### src/rtl/glyph_sequencer.sv
// ============================================================================
//  Module   : glyph_sequencer
//  Purpose  : Glyph index sequencer for the 8x8 dot-matrix scan driver
//             (play/pause, direction, single-step, dwell, blanked wrap gap).
//  Revision : 1.0  initial release
// ============================================================================
`default_nettype none

module glyph_sequencer #(
    parameter int NUM_FRAMES = 5,
    parameter int DWELL      = 1,
    parameter int GAP_TICKS  = 2
) (
    input  logic       clk_2,
    input  logic       rst,
    input  logic       play,
    input  logic       dir,
    input  logic       step_fwd,
    input  logic       step_back,
    output logic [3:0] code,
    output logic       blank,
    output logic       frame_start,
    output logic       wrap
);

    localparam logic [1:0] c_st_idle    = 2'd0;
    localparam logic [1:0] c_st_show    = 2'd1;
    localparam logic [1:0] c_st_gap     = 2'd2;
    localparam logic [3:0] c_last_code  = 4'(NUM_FRAMES - 1);
    localparam logic [7:0] c_dwell_last = 8'(DWELL - 1);
    localparam logic [7:0] c_gap_last   = 8'((GAP_TICKS > 0) ? GAP_TICKS - 1 : 0);
    localparam bit         c_has_gap    = (GAP_TICKS > 0);

    logic [1:0] r_state;
    logic [7:0] r_dwell_cnt;
    logic [7:0] r_gap_cnt;
    logic [3:0] r_pending;
    logic       r_fwd_prev;
    logic       r_back_prev;

    logic       w_fwd_edge;
    logic       w_back_edge;
    logic       w_single_step;
    logic       w_go_back;
    logic       w_at_wrap;
    logic [3:0] w_next_code;

    assign w_fwd_edge    = step_fwd & ~r_fwd_prev;
    assign w_back_edge   = step_back & ~r_back_prev;
    assign w_single_step = w_fwd_edge ^ w_back_edge;

    // While playing the direction comes from dir; while paused from which step fired.
    assign w_go_back = play ? dir : w_back_edge;
    assign w_at_wrap = w_go_back ? (code == 4'd0) : (code == c_last_code);

    always_comb begin
        w_next_code = code;
        if (w_go_back) begin
            w_next_code = w_at_wrap ? c_last_code : code - 4'd1;
        end else begin
            w_next_code = w_at_wrap ? 4'd0 : code + 4'd1;
        end
    end

    always_ff @(posedge clk_2 or posedge rst) begin
        if (rst) begin
            r_state     <= c_st_idle;
            r_dwell_cnt <= 8'd0;
            r_gap_cnt   <= 8'd0;
            r_pending   <= 4'd0;
            r_fwd_prev  <= 1'b0;
            r_back_prev <= 1'b0;
            code        <= 4'd0;
            blank       <= 1'b1;
            frame_start <= 1'b0;
            wrap        <= 1'b0;
        end else begin
            r_fwd_prev  <= step_fwd;
            r_back_prev <= step_back;
            frame_start <= 1'b0;
            wrap        <= 1'b0;
            case (r_state)
                c_st_idle: begin
                    r_state     <= c_st_show;
                    blank       <= 1'b0;
                    frame_start <= 1'b1;
                end
                c_st_show: begin
                    if (play) begin
                        if (r_dwell_cnt == c_dwell_last) begin
                            r_dwell_cnt <= 8'd0;
                            wrap        <= w_at_wrap;
                            // A wrap with a gap holds the old code under blanking.
                            if (w_at_wrap && c_has_gap) begin
                                r_state   <= c_st_gap;
                                blank     <= 1'b1;
                                r_gap_cnt <= 8'd0;
                                r_pending <= w_next_code;
                            end else begin
                                code        <= w_next_code;
                                frame_start <= 1'b1;
                            end
                        end else begin
                            r_dwell_cnt <= r_dwell_cnt + 8'd1;
                        end
                    end else if (w_single_step) begin
                        code        <= w_next_code;
                        r_dwell_cnt <= 8'd0;
                        frame_start <= 1'b1;
                        wrap        <= w_at_wrap;
                    end
                end
                c_st_gap: begin
                    if ((play && r_gap_cnt == c_gap_last) || (!play && w_single_step)) begin
                        r_state     <= c_st_show;
                        code        <= r_pending;
                        blank       <= 1'b0;
                        frame_start <= 1'b1;
                        r_dwell_cnt <= 8'd0;
                    end else if (play) begin
                        r_gap_cnt <= r_gap_cnt + 8'd1;
                    end
                end
                default: begin
                    r_state <= c_st_idle;
                end
            endcase
        end
    end

endmodule

`default_nettype wire

### config.mk
export PLATFORM = sky130hd
export DESIGN_NAME = glyph_sequencer
export DESIGN_NICKNAME = d
export VERILOG_FILES = /design/src/rtl/glyph_sequencer.sv
export SDC_FILE = /design/constraint.sdc
export NUM_CORES = 1
export LEC_CHECK = 0
export BUFFER_PORTS_ARGS = -buffer_cell sky130_fd_sc_hd__buf_2
export CELL_PAD_IN_SITES_DETAIL_PLACEMENT = 1
export CELL_PAD_IN_SITES_GLOBAL_PLACEMENT = 1
export CORE_MARGIN = 4
export CORE_UTILIZATION = 48
export CTS_BUF_LIST = sky130_fd_sc_hd__clkbuf_2 sky130_fd_sc_hd__clkbuf_4 sky130_fd_sc_hd__clkbuf_8
export DETAILED_ROUTE_END_ITERATION = 10
export PLACE_DENSITY_LB_ADDON = 0.2
export SYNTH_ARGS = -nofsm -noshare
export SYNTH_HDL_FRONTEND = slang
export SYNTH_SLANG_ARGS = --single-unit
### constraint.sdc
create_clock -name clk_2 -period 2.5 [get_ports clk_2]
set_input_delay 0 -clock clk_2 [delete_from_list [all_inputs] [get_ports clk_2]]
set_output_delay 0 -clock clk_2 [all_outputs]
set_load 0.05 [all_outputs]
# Word level (Yosys, flattened, before mapping)
# Index checks and enable logic that the tools add are counted.
dict set report word_totals {
  regBits 31
  inputBits 6
  output_inout_bits 7
}
dict set report classes {
  addsub 4
  eq_ne 13
  muxes 42
  bitwise_logic 5
  n_reduce_logical 15
}
# cell count
set ops {}
lappend ops {{8-bit two-way mux} 9}
lappend ops {{4-bit two-way mux} 8}
lappend ops {{8-bit one-hot mux with 2 select lines} 2}
lappend ops {{8-bit by 1-bit adder with 8-bit output, second input constant} 2}
lappend ops {{1-bit two-way mux} 15}
lappend ops {{2-bit inequality test, second input constant} 6}
lappend ops {{5-bit AND reduction} 2}
lappend ops {{3-bit inequality test, second input constant} 3}
lappend ops {{8-bit by 1-bit == test with 1-bit output, second input constant} 1}
lappend ops {{8-bit logical NOT} 1}
lappend ops {{2-bit two-way mux} 4}
lappend ops {{4-bit one-hot mux with 2 select lines} 1}
lappend ops {{4-bit AND reduction} 2}
lappend ops {{1-bit one-hot mux with 3 select lines} 2}
lappend ops {{2-bit one-hot mux with 3 select lines} 1}
lappend ops {{6-bit AND reduction} 1}
lappend ops {{4-bit by 1-bit adder with 4-bit output, second input constant} 1}
lappend ops {{4-bit by 3-bit == test with 1-bit output, second input constant} 1}
lappend ops {{4-bit logical NOT} 1}
lappend ops {{4-bit by 1-bit subtractor with 4-bit output, second input constant} 1}
lappend ops {{3-bit AND reduction} 1}
lappend ops {{3-bit nonzero test} 1}
lappend ops {{1-bit AND} 2}
lappend ops {{2-bit by 1-bit == test with 1-bit output, second input constant} 1}
lappend ops {{8 further kinds} 10}

# Depth between registers and ports, before layout
# Gate-level depths: netlist of run 1.
dict set report depth {
  depth_word 10
  depth_mapped 9
}

# Least setup slack after synthesis of run 1
# OpenSTA, ideal clock, no wires.
dict set report synth_path {
  kind {reg2reg}
  start {register code[0]}
  end {register code[1]}
  arrival_time_ps 2187
  required_ps 2375
  slack_ps 188
  stages_incl_launch_ff 9
  n_path_buf 0
  cell_sequence {dfrtp_1 > inv_1 > ha_1 > nand2b_1 > nor2_1 > mux2i_1 > nand2_1 > a21oi_2 > mux2_2}
}
dict set report synth_between {
  elab_chain_len 8
  elab_cells_between_ends 15
  classes_between {add/sub (2); eq/ne (2); mux (9); reduce/logical (2)}
}
# item line_no
set synth_lines {}
lappend synth_lines {{from (decl)} 20} ;# output logic [3:0] code,
lappend synth_lines {{from (signal assigned)} 100} ;# code <= w_next_code;
lappend synth_lines {{from (signal assigned)} 107} ;# code <= w_next_code;
lappend synth_lines {{from (signal assigned)} 116} ;# code <= r_pending;
lappend synth_lines {{parallel branches: the longest is 8 deep, another holds 4-bit by 1-bit adder with 4-bit output} n/a}
# Parallel ways; which one is timed is not known. The select of a mux whose other input is x is not followed.
# A chain may end at the register's enable or synchronous reset.

# Worst setup path after layout of run 1
dict set report layout_path {
  start {register r_dwell_cnt[1]}
  end {register r_pending[1]}
}
dict set report layout_between {
  elab_chain_len 2
}
# item line_no
set layout_lines {}
lappend layout_lines {{from (decl)} 35} ;# logic [7:0] r_dwell_cnt;
lappend layout_lines {{from (signal assigned)} 104} ;# r_dwell_cnt <= r_dwell_cnt + 8'd1;
lappend layout_lines {{8-bit logical NOT} 90} ;# if (r_dwell_cnt == c_dwell_last) begin
lappend layout_lines {{4-bit AND reduction (no line)} n/a}
lappend layout_lines {{to (signal assigned)} 98} ;# r_pending <= w_next_code;
lappend layout_lines {{to (decl)} 37} ;# logic [3:0] r_pending;
# Every way passes these cells.

==> flow_summary.ini, run 1 <==
[run_status]
status = completed

[place]
gp_congestion = 0.777
place_hpwl_um = 3360
io_buffer_count = 12

[cts]
cts_max_level = 2
clk_latency_ns = 0.29
numCtsBuffers = 5
clkTransAtPathRegs_ns = 0.06
cts_sinks = 31
clk_path_buf_depth = 2
cts_root_buffer = clkbuf_8
postCtsSetupRepairBufs = 0
cts_tree = built

[global_route]
antenna_found_initial = 0
grt.overflow.total = 0
grt_pass1_vias = 1615
grt_pass1_wl_um = 7870
grt_max_degree = 20
grt_usage = 0.208

[routing]
vias = 1480
dr.pass1.iters = 6
drt-initial-drc-count = 95
wl_um = 4520
drc = 0
ant_nets = 0
post_drt_wl_per_cell_um = 17.6
vias_per_cell = 5.78

[die]
fp.dieW_um = 69.4
num_rows = 22
ios = 13
die_area_sq_um = 4810
start_util = 0.494
die_h_um = 69.4
coreArea_sq_um = 3660

[synth]
avgSynthCellArea_sq_um = 9.66
synthCells = 187
synth_edf_count = 0
syn_nets = 200
synthDistinctLibCells = 47
synthArstFlopShare = 1.00
yosysSeqAreaShare = 0.430
synth_seq_cells = 31
synth_area_sq_um = 1810
synth-warning-count = 0
ys.flop_type = dfrtp_1

[flow_run]
maxCapViolCount = 0

[sta]
hold_viol_final = 0
rsz0062_at_grt = false
slew-limit-headroom = 0.486
tightest_slew_ns = 0.769
finalClockSkew_ns = 0.00871
tns_ns = 0
max_freq_ghz = 0.431
post-route-period-util = 0.928
fin_crit_ns = 2.32
setup_viol_count_final = 0
drv_slew = 0

[setup_path]
setup.worst_path.start_class = register
crit-reg2reg-launch = r_dwell_cnt[1]$_DFFE_PP0P_
cp.depth = 7
crit_family = simple AND/OR/NAND/NOR gates
path_max_fanout = 5
crit_chain = inv_1, ha_1, or4b_4, nor4_4, nand3_1, nor2_4, mux2_2
path_class = reg2reg
slowest_delay_ns = 0.48
reg2reg_slack_ns = 0.18
crit_buf_inv = 1
r2r-end = r_pending[1]$_DFFE_PP0P_
crit_start = r_dwell_cnt[1]$_DFFE_PP0P_
worst_path_max_delay_cell = or4b_4
ff2ff_path_depth = 7
required_ns = 2.66
endpoint_kind = register
arrival_ns = 2.48
endpoint = r_pending[1]$_DFFE_PP0P_

[cells_and_area]
nets = 220
syn2layout_area_growth_pct = 14.7
diodes = 0
most-common-layout-cells = dfrtp_1 (30), nand2_1 (18), o21ai_0 (15)
seqCellArea_sq_um = 777
fillerInstances = 427
postLayoutCoreUtil = 0.566
drive_gt1_frac = 0.207
multi_input_area_sq_um = 973
final_common_cell = dfrtp_1

[min_path]
min_path_type = in2reg

[power_and_ir_drop]
power.leakage_nw = 0.970
p_per_area_nw_per_um2 = 1070
ir_drop_uv = 522
stage by stage:
stage                     instance area [sq um]  worst slack [ns]  total power (W)  hold WS, ns  std cells
after global routing                       2070            0.0236          0.00238        0.132        256
after global placement                     1930             0.288          0.00169        0.119        245
after detailed placement                   1930             0.204          0.00176        0.123        245
after CTS                                  2070             0.146          0.00224       0.0763        256
after floorplan                            1810             0.188          0.00150       0.0314        187
final                                      2070             0.181          0.00222       0.0803        256
per-layer routing:
metal	track usage	part of all wire	up-vias
met4	0.0759	0.015	0
met5	0	0	-
li1	-	-	698
met2	0.377	0.53	27
met3	0.0478	0.028	5
met1	0.238	0.42	750
worst min-delay path, cell delays in order:
cell	delay (ns)
buf_2	0.16
nand3_1	0.09
o21ai_0	0.07
what timing repair did:
action,CTS,global route
setup endpoints to repair,0,1
resized for setup,0,1
hold endpoints to repair,20,0
hold buffers,3,0
synthesized netlist by cell type (all sizes together), types with 3 or more instances:
| library cell | number | area, sq um |
|---|---|---|
| and3 | 7 | 43.8 |
| clkbuf | 5 | 18.8 |
| nor2b | 8 | 50.1 |
| ha | 7 | 87.6 |
| xnor2 | 3 | 26.3 |
| nand2 | 19 | 73.8 |
| o22ai | 3 | 18.8 |
| mux2i | 3 | 42.5 |
| nand2b | 7 | 43.8 |
| inv | 10 | 37.5 |
| nor2 | 13 | 53.8 |
| nor3 | 3 | 26.3 |
| mux2 | 6 | 67.6 |
| nand3 | 5 | 25.0 |
| nor4 | 3 | 33.8 |
| a21oi | 9 | 48.8 |
| dfrtp | 30 | 751 |
| o21ai | 15 | 75.1 |
logic make-up after synthesis:
family,after synthesis,synth area share
compound gates,46,0.167
xor+xnor,5,0.0242
fa+ha+maj,7,0.0485
buf+inv,16,0.0339
flops,31,0.430
mux,10,0.0734
simple gates,72,0.223
report_power, final:
part | switching, W | internal, W | total (W)
clock network | 0.000189 | 0.000262 | 0.000451
logic | 0.000642 | 0.000384 | 0.00103
registers | 0.000124 | 0.000622 | 0.000746
total | 0.000956 | 0.00127 | 0.00222
sequential cells by signal, summed over array words and instances, names as in the netlist, 2 cells and up:
register     cells
code             4
r_dwell_cnt      8
r_gap_cnt        8
r_pending        4
r_state          2
layout make-up:
type / count / share of cell area
clock buffer: 8 / 0.0501
inverter: 10 / 0.0181
tap: 48 / 0.0290
sequential: 31 / 0.375
timing repair buffer: 19 / 0.0580
multi-input combinational: 140 / 0.470
worst min-delay path by stage:
stage          startpoint                    endpoint  depth (start not counted)
3_5_place_dp     step_fwd        r_fwd_prev$_DFF_PP0_                          1
4_1_cts              play  r_dwell_cnt[1]$_DFFE_PP0P_                          3
2_1_floorplan   step_back       r_back_prev$_DFF_PP0_                          0
3_3_place_gp     step_fwd        r_fwd_prev$_DFF_PP0_                          1
6_report             play  r_dwell_cnt[1]$_DFFE_PP0P_                          3
5_1_grt              play  r_dwell_cnt[1]$_DFFE_PP0P_                          3
(Power assumes the default switching activity.)
==> inputs of run 2 (changes only) <==
CELL_PAD_IN_SITES_DETAIL_PLACEMENT = not set   (was 1)
CELL_PAD_IN_SITES_GLOBAL_PLACEMENT = not set   (was 1)
CORE_UTILIZATION = 50   (was 48)
==> run 2 against run 1 <==
Die area fell by 3.5%. Sequential power down 0.9%. Sequential cell count did not move. Clock skew is 0.0037 ns lower. First-iteration DRC count is 25% lower. Sequential share of layout area is 0.86 points higher. Non-clock buffer count shrank 1. Cell count fell by 1.2%. Utilization up 2.7 points. Combinational power down 5%. Largest power group unchanged.
==> flow_summary.ini, run 2 (synthesis gave the netlist of run 1 again) <==
[setup_path]
setup.worst_path.start_class = register
arrival_ns = 2.55
required_ns = 2.71
endpoint_kind = register
crit_family = simple AND/OR/NAND/NOR gates
slowest_delay_ns = 0.47
path_class = reg2reg
ff2ff_path_depth = 8
path_max_fanout = 6
crit_chain = inv_1, ha_1, or4b_4, nor4_4, nand2_2, nor3_4, nor2_2, a221o_1
crit_buf_inv = 1
worst_path_max_delay_cell = or4b_4
cp.depth = 8

[min_path]
min_path_type = in2reg
holdPathStages = 3

[cells_and_area]
largestRegisters = r_dwell_cnt (8), r_gap_cnt (8)
syn2layout_area_growth_pct = 12.1
drive_gt1_frac = 0.203
nets = 219
postLayoutCoreUtil = 0.593
finalInstanceArea_sq_um = 2030
final_common_cell = dfrtp_1
most-common-layout-cells = dfrtp_1 (30), nand2_1 (18), o21ai_0 (15)
diodes = 0
fillerInstances = 302

[die]
fp.dieW_um = 68.1
start_util = 0.529
coreArea_sq_um = 3420
die_area_sq_um = 4640
die_h_um = 68.1
ios = 13
num_rows = 21

[cts]
postCtsSetupRepairBufs = 0
clk_path_buf_depth = 2
cts_sinks = 31
cts_root_buffer = clkbuf_4
ctsHoldBuffers = 3
cts_max_level = 2
cts_tree = built
numCtsBuffers = 5
clk_latency_ns = 0.33
cts_resized = 0
clkTransAtPathRegs_ns = 0.09

[sta]
hold_viol_final = 0
setup_viol_count_final = 0
drv_slew = 0
setup_ws_ns = 0.161
tightest_slew_ns = 0.657
rsz0062_at_grt = false
slew-limit-headroom = 0.560
finalClockSkew_ns = 0.00500
worst_hold_slack_ns = 0.0309
post-route-period-util = 0.935
fin_crit_ns = 2.34
max_freq_ghz = 0.428
tns_ns = 0

[global_route]
grt.overflow.total = 0
grt_usage = 0.182
antenna_found_initial = 0
grt_pass1_vias = 1399
grt_pass1_wl_um = 6330
grt_max_degree = 32

[routing]
vias = 1411
vias_per_cell = 5.58
drc = 0
drt-initial-drc-count = 71
dr.pass1.iters = 4
ant_nets = 0
post_drt_wl_per_cell_um = 14.6
wl_um = 3690

[place]
place_ws_ns = 0.158
io_buffer_count = 12
place_hpwl_um = 2700
gp_congestion = 0.827
dpl_cell_area_sq_um = 1920

[power_and_ir_drop]
ir_drop_uv = 606
p_per_area_nw_per_um2 = 1020
power.leakage_nw = 0.951

[run_status]
status = completed

[flow_run]
maxCapViolCount = 0
==> run 2: worst register-to-register path: cells and delay by family (launching register included) <==
| kind | cells | cell delay (ns) |
|---|---|---|
| AOI/OAI and AO/OA | 1 | 0.36 |
| adders and majority gates | 1 | 0.14 |
| buffers and inverters | 1 | 0.07 |
| DFF | 1 | 0.43 |
| and+or+nand+nor | 5 | 1.22 |
==> run 2: where the power goes <==
group	internal (W)	leakage (nW)	switching (W)	total [W]
Clock	0.000176	0.0420	0.000168	0.000344
Sequential	0.000620	0.406	0.000119	0.000739
Combinational	0.000377	0.504	0.000600	0.000978
Total	0.00117	0.951	0.000887	0.00206
==> run 2: metrics by stage <==
stage	total power [W]	std cells
2_1_floorplan	0.00150	187
3_3_place_gp	0.00168	242
3_5_place_dp	0.00172	242
4_1_cts	0.00207	253
5_1_grt	0.00222	253
6_report	0.00206	253
==> run 2: layer usage <==
layer  vias to the layer above  global-route usage  part of all wire  wire length [um]
met3                         5              0.0427             0.042               155
met2                        28               0.297              0.46              1710
met5                         -                   0                 0                 0
met1                       676               0.238              0.49              1790
met4                         0              0.0596            0.0079                29
li1                        702                   -                 -                 -
==> run 2: cell type report <==
type / instances / area (sq um) / share of cell area
clock buffer: 8 / 72.6 / 0.0358
tap: 46 / 57.6 / 0.0284
inverter: 10 / 37.5 / 0.0185
timing repair buffer: 18 / 113 / 0.0556
multi-input combinational: 140 / 968 / 0.478
sequential: 31 / 777 / 0.384
==> run 2: worst paths after layout <==
check	slack, ns	end	from
min in group asynchronous	0.28	r_gap_cnt[6]$_DFFE_PP0P_	rst
max in group asynchronous	1.90	blank$_DFFE_PP1P_	rst
worst min-delay path	0.03	r_dwell_cnt[1]$_DFFE_PP0P_	play
worst max register to register	0.16	r_gap_cnt[6]$_DFFE_PP0P_	r_dwell_cnt[0]$_DFFE_PP0P_
worst max-delay path	0.16	r_gap_cnt[6]$_DFFE_PP0P_	r_dwell_cnt[0]$_DFFE_PP0P_
worst min register to register	0.52	r_pending[1]$_DFFE_PP0P_	r_pending[1]$_DFFE_PP0P_
==> inputs of run 3 (changes only) <==
clock period = 2.7 ns   (was 2.5 ns; I/O delays follow)
==> run 3 against run 2 <==
Register-to-register slack gained 0.18 ns. Global-route usage rose by 0.37 points. Non-clock buffer count did not move. Utilization shrank 0.37 points. Wire length up 1.6%. Fmax shrank 1.0%. First-iteration DRC count decreased by 17%. Cell area shrank 0.62%. Critical path depth stayed put. Largest power group unchanged.
==> flow_summary.ini, run 3 (synthesis gave the netlist of run 1 again) <==
[cts]
clk_path_buf_depth = 2
cts_root_buffer = clkbuf_4
cts_sinks = 31
postCtsSetupRepairBufs = 0
numCtsBuffers = 5
cts_max_level = 2
cts_resized = 0
clk_latency_ns = 0.32
cts_tree = built
clkTransAtPathRegs_ns = 0.09

[sta]
tns_ns = 0
slew-limit-headroom = 0.683
rsz0062_at_grt = false
max_freq_ghz = 0.423
post-route-period-util = 0.875
tightest_slew_ns = 0.474
hold_viol_final = 0
finalClockSkew_ns = 0.0123
setup_viol_count_final = 0
drv_slew = 0
fin_crit_ns = 2.36

[die]
num_rows = 21
start_util = 0.529
ios = 13
die_h_um = 68.1
fp.dieW_um = 68.1
die_area_sq_um = 4640
coreArea_sq_um = 3420

[setup_path]
endpoint = r_gap_cnt[6]$_DFFE_PP0P_
path_max_fanout = 6
crit_chain = inv_1, ha_1, or4b_4, nor4_4, nand2_2, nor3_4, nor2_2, a221o_1
setup.worst_path.start_class = register
crit-reg2reg-launch = r_dwell_cnt[0]$_DFFE_PP0P_
r2r-end = r_gap_cnt[6]$_DFFE_PP0P_
required_ns = 2.91
crit_start = r_dwell_cnt[0]$_DFFE_PP0P_
cp.depth = 8
arrival_ns = 2.57
worst_path_max_delay_cell = or4b_4
endpoint_kind = register
crit_buf_inv = 1
slowest_delay_ns = 0.47
path_class = reg2reg
ff2ff_path_depth = 8
crit_family = simple AND/OR/NAND/NOR gates
reg2reg_slack_ns = 0.34

[routing]
vias = 1449
vias_per_cell = 5.73
drt-initial-drc-count = 59
post_drt_wl_per_cell_um = 14.8
wl_um = 3750
drc = 0
dr.pass1.iters = 4
ant_nets = 0

[power_and_ir_drop]
p_clk_frac = 0.150
ir_drop_uv = 565
p_switching_w = 0.000819
swShare = 0.436
power_frac_seq = 0.367
power.leakage_nw = 0.946
p_int_w = 0.00106
power_frac_comb = 0.484
p_per_area_nw_per_um2 = 932

[cells_and_area]
largestRegisters = r_dwell_cnt (8), r_gap_cnt (8)
final_common_cell = dfrtp_1
fillerInstances = 317
drive_gt1_frac = 0.203
syn2layout_area_growth_pct = 11.4
layoutNonFillerInstCount = 253
diodes = 0
nets = 219
most-common-layout-cells = dfrtp_1 (30), nand2_1 (18), o21ai_0 (15)

[global_route]
grt_pass1_vias = 1385
grt.overflow.total = 0
grt_usage = 0.186
grt_pass1_wl_um = 6380
antenna_found_initial = 0
grt_max_degree = 22

[place]
gp_congestion = 0.821
io_buffer_count = 12
placedCellCount = 242
place_hpwl_um = 2820

[min_path]
min_path_type = in2reg
worstHoldStart = play

[run_status]
status = completed

[flow_run]
maxCapViolCount = 0
-- run 3: power groups by stage --
stage	logic (W)	registers, W	clock network, W
2_1_floorplan	0.000562	0.000827	0
4_1_cts	0.000915	0.000684	0.000290
5_1_grt	0.000994	0.000705	0.000310
3_3_place_gp	0.000874	0.000681	0
3_5_place_dp	0.000906	0.000694	0
6_report	0.000908	0.000688	0.000281
-- run 3: how the worst min path moves through the flow --
stage,end,slack (ns),cells after the start
floorplan,r_back_prev$_DFF_PP0_,0.03,0
global placement,r_dwell_cnt[2]$_DFFE_PP0P_,0.001,2
detailed placement,r_dwell_cnt[2]$_DFFE_PP0P_,0.01,2
CTS,r_dwell_cnt[1]$_DFFE_PP0P_,0.02,3
global route,r_dwell_cnt[1]$_DFFE_PP0P_,0.03,3
finish,r_dwell_cnt[1]$_DFFE_PP0P_,0.02,3
-- run 3: layout make-up --
type	instances	area [sq um]	area share
clock buffers	8	60.1	0.0298
multi-input cells	140	968	0.481
well taps	46	57.6	0.0286
inverters	10	37.5	0.0186
repair buffers	18	113	0.0559
flip-flops and latches	31	777	0.386
-- run 3: timing repair --
action / CTS / global route
hold buffers: 3 / 0
setup endpoints to repair: 0 / 0
hold endpoints to repair: 12 / 0
-- run 3: metrics by stage --
stage	setup WS [ns]	hold WS, ns	total power [W]	utilization	area (sq um)
2_1_floorplan	0.388	0.0314	0.00139	-	1810
3_3_place_gp	0.452	0.00107	0.00156	0.563	1920
3_5_place_dp	0.328	0.0128	0.00160	0.563	1920
4_1_cts	0.319	0.0175	0.00189	0.589	2010
5_1_grt	0.209	0.0302	0.00201	0.589	2010
6_report	0.338	0.0211	0.00188	0.589	2010
-- run 3: worst min-delay path, cell delays in order --
cell and delay, ns:
buf_2 0.16, nand3_1 0.09, o21ai_0 0.06
-- run 3: metal layers --
layer	vias up	global-route usage	part of all wire
met1	724	0.254	0.47
met5	-	0	0
met4	0	0.0720	0.0056
li1	699	-	-
met3	4	0.0443	0.036
met2	22	0.285	0.49
